## src/rtl/regfile_write_arbiter.sv

```systemverilog
// Write-port arbiter for the 8 x WIDTH register file.
// Two writeback requesters (0 = ALU, 1 = memory-load return) share one port.
// Round-robin between requesters, with optional locked bursts of at most
// LOCK_MAX consecutive transfers. Grants are combinational; the write strobe,
// write data and owner view are registered.
module regfile_write_arbiter #(
   parameter int WIDTH    = 16,
   parameter int LOCK_MAX = 4
) (
   input  logic             clk,
   input  logic             rst,
   input  logic             req0,
   input  logic             req1,
   input  logic [2:0]       addr0,
   input  logic [2:0]       addr1,
   input  logic [WIDTH-1:0] data0,
   input  logic [WIDTH-1:0] data1,
   input  logic             lock0,
   input  logic             lock1,
   output logic             gnt0,
   output logic             gnt1,
   output logic [7:0]       writeEnable,
   output logic [WIDTH-1:0] writeData,
   output logic [1:0]       owner
);

   typedef enum logic [1:0] {
      IDLE = 2'b00,
      OWN0 = 2'b01,
      OWN1 = 2'b10
   } stateT;

   // A lock of a single cycle is the same as no lock at all.
   localparam bit CanLock = (LOCK_MAX > 1);
   localparam logic [3:0] LockLast = 4'(LOCK_MAX);

   stateT      state;
   logic       rr;
   logic [3:0] lcnt;
   logic       grant0;
   logic       grant1;
   logic [7:0] decode0;
   logic [7:0] decode1;

   // Grant selection: round-robin in IDLE, owner-only while a lock is held.
   always_comb begin
      grant0 = 1'b0;
      grant1 = 1'b0;
      case (state)
         IDLE: begin
            grant0 = req0 & (~req1 | ~rr);
            grant1 = req1 & (~req0 | rr);
         end
         OWN0:    grant0 = req0;
         OWN1:    grant1 = req1;
         default: ;
      endcase
   end

   // Grants are forced low while reset is held.
   assign gnt0 = rst & grant0;
   assign gnt1 = rst & grant1;

   // One-hot decode of each requester's target register.
   genvar gi;
   generate
      for (gi = 0; gi < 8; gi++) begin : genDecode
         assign decode0[gi] = (addr0 == 3'(gi));
         assign decode1[gi] = (addr1 == 3'(gi));
      end
   endgenerate

   // Ownership state machine with round-robin pointer, lock counter and owner view.
   always_ff @(posedge clk or negedge rst) begin
      if (!rst) begin
         state <= IDLE;
         owner <= 2'b00;
         rr    <= 1'b0;
         lcnt  <= 4'd0;
      end else begin
         case (state)
            IDLE: begin
               if (gnt0) begin
                  rr <= 1'b1;
                  if (lock0 && CanLock) begin
                     state <= OWN0;
                     owner <= 2'b01;
                     lcnt  <= 4'd1;
                  end
               end else if (gnt1) begin
                  rr <= 1'b0;
                  if (lock1 && CanLock) begin
                     state <= OWN1;
                     owner <= 2'b10;
                     lcnt  <= 4'd1;
                  end
               end
            end
            OWN0: begin
               // Release on idle owner, unlocked transfer, or burst limit reached.
               if (!gnt0 || !lock0 || (lcnt + 4'd1 == LockLast)) begin
                  state <= IDLE;
                  owner <= 2'b00;
                  rr    <= 1'b1;
                  lcnt  <= 4'd0;
               end else begin
                  lcnt <= lcnt + 4'd1;
               end
            end
            OWN1: begin
               if (!gnt1 || !lock1 || (lcnt + 4'd1 == LockLast)) begin
                  state <= IDLE;
                  owner <= 2'b00;
                  rr    <= 1'b0;
                  lcnt  <= 4'd0;
               end else begin
                  lcnt <= lcnt + 4'd1;
               end
            end
            default: begin
               state <= IDLE;
               owner <= 2'b00;
               lcnt  <= 4'd0;
            end
         endcase
      end
   end

   // Registered write path: strobe for one cycle per transfer, data holds otherwise.
   always_ff @(posedge clk or negedge rst) begin
      if (!rst) begin
         writeEnable <= 8'd0;
         writeData   <= '0;
      end else if (gnt0) begin
         writeEnable <= decode0;
         writeData   <= data0;
      end else if (gnt1) begin
         writeEnable <= decode1;
         writeData   <= data1;
      end else begin
         writeEnable <= 8'd0;
      end
   end

endmodule

```

## config.mk

```make
export PLATFORM = sky130hd
export DESIGN_NAME = regfile_write_arbiter
export DESIGN_NICKNAME = d
export VERILOG_FILES = /design/src/rtl/regfile_write_arbiter.sv
export SDC_FILE = /design/constraint.sdc
export NUM_CORES = 1
export LEC_CHECK = 0
export ABC_CLOCK_PERIOD_IN_PS = 3000
export BUFFER_PORTS_ARGS = -buffer_cell sky130_fd_sc_hd__buf_2
export CAP_MARGIN = 10
export CELL_PAD_IN_SITES_DETAIL_PLACEMENT = 1
export CELL_PAD_IN_SITES_GLOBAL_PLACEMENT = 2
export CORE_MARGIN = 2
export CORE_UTILIZATION = 30
export DETAILED_ROUTE_END_ITERATION = 10
export PLACE_DENSITY_LB_ADDON = 0.1
export SLEW_MARGIN = 20
export SYNTH_ARGS = -nofsm -noshare
export SYNTH_HDL_FRONTEND = slang
export SYNTH_SLANG_ARGS = --single-unit
```

## constraint.sdc

```tcl
create_clock -name clk -period 3 [get_ports clk]
set_input_delay 0.45 -clock clk [delete_from_list [all_inputs] [get_ports clk]]
set_output_delay 0.45 -clock clk [all_outputs]
set_load 0.02 [all_outputs]
```

# [Word-level counts from Yosys, hierarchy flattened]
# Index checks and enable logic that the tools add are counted.
[op_classes] addsub=1 eq_ne=22 n_mux=25 bitwise=9 reduce_logical=16
[op_table] cell="$mux 16" n=2
[op_table] cell="$eq 3x3->1 const B" n=8
[op_table] cell="$mux 4" n=6
[op_table] cell="$mux 8" n=2
[op_table] cell="$eq 3x2->1 const B" n=4
[op_table] cell="$mux 2" n=6
[op_table] cell="$pmux 4 s3" n=1
[op_table] cell="$ne 3x3->1 const B" n=3
[op_table] cell="$eq 3x1->1 const B" n=2
[op_table] cell="$logic_not 3->1" n=2
[op_table] cell="$pmux 2 s3" n=1
[op_table] cell="$reduce_and 5->1" n=1
[op_table] cell="$add 4x1->4 const B" n=1
[op_table] cell="$and 1x1->1" n=4
[op_table] cell="$eq 4x3->1 const B" n=1
[op_table] cell="$logic_not 1->1" n=4
[op_table] cell="$logic_or 1x1->1" n=4
[op_table] cell="$mux 1" n=4
[op_table] cell="$ne 2x2->1 const B" n=2
[op_table] cell="$pmux 1 s2" n=2
[op_table] cell="$reduce_and 4->1" n=1
[op_table] cell="$not 1->1" n=3
[op_table] cell="$pmux 1 s3" n=1
[op_table] cell="$reduce_and 3->1" n=1
[op_table] cell="other kinds (6)" n=7
[totals] ff_bits=31 input_bits=44 output_inout_bits=28 word_cells=78

# [Longest topological paths before layout]
[logic_depth] depth_word=10 ltp_mapped=10

# [Worst setup path before layout]
# Ideal clock, no wire load.
[synth_timing] path_type="register to output" from="register state[0]" to="output port gnt0" arrival_time_ns=1.756 required_time_ns=2.550 setup_slack_ns=0.794 stages_incl_launch_ff=9 cell_sequence="dfrtp_1 inv_1 ha_1 clkbuf_2 a31o_2 nand3_4 inv_1 buf_2 buf_2"
[synth_via] elab_chain_len=3 elab_cells_between_ends=4
[synth_lines] element="start: declaration" line_no="37" text="stateT state;"
[synth_lines] element="start signal: assignment" line_no="76" text="state <= IDLE;"
[synth_lines] element="start signal: assignment" line_no="86" text="state <= OWN0;"
[synth_lines] element="start signal: assignment" line_no="93" text="state <= OWN1;"
[synth_lines] element="$eq 2x1->1 or $logic_not 2->1 (tied branches)" line_no="49" text="case (state)"
[synth_lines] element="$pmux 1 s2 *" line_no="49"
[synth_lines] element="$and 1x1->1 *" line_no="61" text="assign gnt0 = rst & grant0;"
[synth_lines] element="end: declaration" line_no="20" text="output logic gnt0,"
# Every way passes the cells marked *; elsewhere a longest branch is shown, timed or not.

# [Worst setup path after layout]
[layout_timing] from="register state[1]" to="output port gnt0"
# Same word-level chain as after synthesis.

==> flow_metrics.tcl <==
set metrics [dict create \
    status "finished clean" \
    p_clk_frac 0.190 \
    setup_viol 0 \
    dpl.hpwl_um 3510 \
    swShare 0.421 \
    hold_viol_final 0 \
    synth.top_cells.by_area "dfrtp_1 45%, mux2i_1 9.9%, o21ai_0 8.2%, nand2_1 5.2%, ha_1 5.1%" \
    cts_sinks 31 \
    pwr-share-seq 0.334 \
    critPathLaunchType "flop" \
    placedCellCount 311 \
    power_density_nw_per_um2 851 \
    slew_headroom 0.584 \
    overflow 0 \
    yosys.area.top_type "dfrtp_1" \
    clockBufferDepth 2 \
    p_comb_frac 0.475 \
    required_ns 2.55 \
    multi_input_area_um2 887 \
    syn_to_final_growth_pct 31.5 \
    n_antenna_cell 0 \
    drive_above_1_share 0.377 \
    synth_nets 221 \
    fin_tns_setup_ns 0 \
    yosysSeqAreaShare 0.451 \
    period_needed_ns 2.68 \
    max-vdd-ir-drop_v 0.000507 \
    clk-insertion-delay-late_ns 0.28 \
    fillers 687 \
    cts_tree "built" \
    max_freq_mhz 373 \
    dieArea_um2 6350 \
    whs_ns 0.101 \
    grt_max_degree 27 \
    cts_made_buffers 5 \
    core_area_um2 5510 \
    max_stage_delay_ns 0.43 \
    path_cells "inv_1, ha_1, a31o_2, nand3_4, inv_1, buf_2" \
    rsz0062_at_grt "no" \
    wl_met1_um 2190 \
    grt_pass1_wl_um 7820 \
    cp_common_cell "inv_1" \
    crit_path_top_delay_cell "dfrtp_1" \
    firstDrtPassIters 4 \
    gp_congestion 0.831 \
    initial_core_util 0.312 \
    drv_slew 0 \
    antenna_found_initial 0 \
    grt_pass1_vias 1627 \
    yosysWarnings 0 \
    hold_class "primary input to asynchronous set/reset pin" \
    drcViolationCount 0 \
    ant_nets 0 \
    worstMarginPinSlew_ns 0.620 \
    cts.clk_slew.worst_paths_ns 0.07 \
    track_usage 0.157 \
    io-pin-count 72 \
    netlist_instances 170 \
    critPathKind "flop to output port" \
    cts_htree_levels 2 \
    cts-hold-fix-buffers 0 \
    die_x_um 79.7 \
    route.vias.total 1563 \
    post_cts_buffers 0 \
    ys_ff_latch 31 \
    nets 297 \
    cts_resized 0 \
    avgSynthCellArea_um2 10.1 \
    crit_buf_inv 3 \
    period_share 0.893 \
    p_int_mw 1.11 \
    wl_per_cell_um 14.6 \
    p_leak_nw 1.06 \
    yosys.area.top_type_share 0.451 \
    root_buffer "clkbuf_8" \
    critical_path.endpoint_type "output port" \
    synth_area_um2 1720 \
    num_rows 27 \
    io_buffers 71 \
    route.met2.wl_um 2060 \
    top_layer "met4" \
    final_cells 319 \
    die_h_um 79.7 \
    crit_fanout 15 \
    skew_ns 0.00271 \
    seqCellArea_um2 776 \
    arrival_ns 2.23 \
    viasPerCell 4.90 \
    p_switching_mw 0.809 \
    wirelength_um 4640 \
    dr_wl_met3_um 344 \
    max_cap_violations 0 \
    drt_iter0_drc 55 \
    ys_types 40 \
    crit_family "buffers and inverters" \
]
layer usage:
layer / global-route usage / vias up
li1: - / 772
met1: 0.203 / 738
met2: 0.251 / 48
met3: 0.0520 / 5
met4: 0.0414 / 0
met5: 0 / -
layout by cell type, fill, tap and decap left out, types with 2 or more instances in the layout:
master    netlist  final
clkbuf_8        0      7
a32o_1          3      3
a31o_2          2      2
mux2i_1        17     17
nand3_1         5      5
nand2_1        24     24
a31oi_1         2      2
nand3b_1        3      3
a21oi_1         2      2
buf_4           0      4
buf_2           2     71
inv_1           6      6
or3_1           2      2
o32ai_1         4      4
nor2_1          5      5
nand4_1         3      3
o21ai_0        28     28
dfrtp_1        31     31
ha_1            7      7
registers in the layout, summed over array words and instances (netlist names):
signal,cells
lcnt,4
rr,1
state,2
writeData,16
writeEnable,8
Yosys cell counts, drive strengths merged:
master,count
nand4b,1
nor2,6
and3,1
nand3,6
dfrtp,31
nand3b,3
nand2,24
a211oi,1
nand2b,1
or3,2
or4,1
or4b,1
inv,6
o32a,1
mux2i,17
o211ai,1
buf,3
o31ai,1
clkbuf,3
o32ai,4
a32oi,1
nand4,3
nor2b,1
a22o,1
a21oi,2
o21ai,28
a31oi,3
xnor2,1
and2,1
o21a,1
nor3b,1
a31o,2
a32o,3
or2,1
ha,7
path summary, 6_finish.rpt:
path,cells past startpoint,to,slack [ns],from
min,1,lcnt[0]$_DFFE_PN0P_,0.10,rst
max reg2reg,7,writeData[10]$_DFFE_PN0P_,0.69,state[1]$_DFFE_PN0P_
max in group asynchronous,2,writeEnable[4]$_DFF_PN0_,2.39,rst
min reg2reg,1,lcnt[3]$_DFFE_PN0P_,0.54,lcnt[3]$_DFFE_PN0P_
max,6,gnt0,0.32,state[1]$_DFFE_PN0P_
min in group clk,3,writeData[9]$_DFFE_PN0P_,0.37,data0[9]
area by class of cell:
class / instances / share of cell area
tap: 72 / 0.0398
clock buffer: 8 / 0.0443
sequential: 31 / 0.343
timing repair buffer: 75 / 0.170
inverter: 6 / 0.00996
multi-input combinational: 127 / 0.392
power groups by stage:
stage,Combinational (mW),Sequential (mW),Clock (mW)
after floorplan,0.481,0.791,0
after global placement,0.920,0.647,0
after detailed placement,0.926,0.645,0
after CTS,0.924,0.643,0.380
after global routing,1.01,0.666,0.402
final,0.914,0.643,0.366
worst reg2reg max path, stage by stage, from the launching register on:
cell and delay (ns):
dfrtp_1 0.43, inv_1 0.14, ha_1 0.37, a31o_2 0.27, nand3_4 0.12, inv_1 0.37
buf_4 0.34, o21ai_0 0.14
kinds of logic after synthesis:
kind of cell,after synthesis,synth area share
adder cells (fa/ha/maj),7,0.0509
XOR/XNOR,1,0.00510
multiplexers,17,0.0990
buffers and inverters,12,0.0327
flip-flops,31,0.451
AO/OA/AOI/OAI,49,0.196
AND/OR/NAND/NOR,53,0.165
per-stage QoR:
step | area [µm²] | util | power, mW | setup slack, ns
6_report | 2260 | 0.411 | 1.92 | 0.321
5_1_grt | 2260 | 0.411 | 2.08 | 0.140
4_1_cts | 2260 | 0.411 | 1.95 | 0.308
3_5_place_dp | 2160 | 0.392 | 1.57 | 0.625
3_3_place_gp | 2160 | 0.392 | 1.57 | 0.675
2_1_floorplan | 1720 | - | 1.27 | 0.794
(Power assumes the default switching activity.)
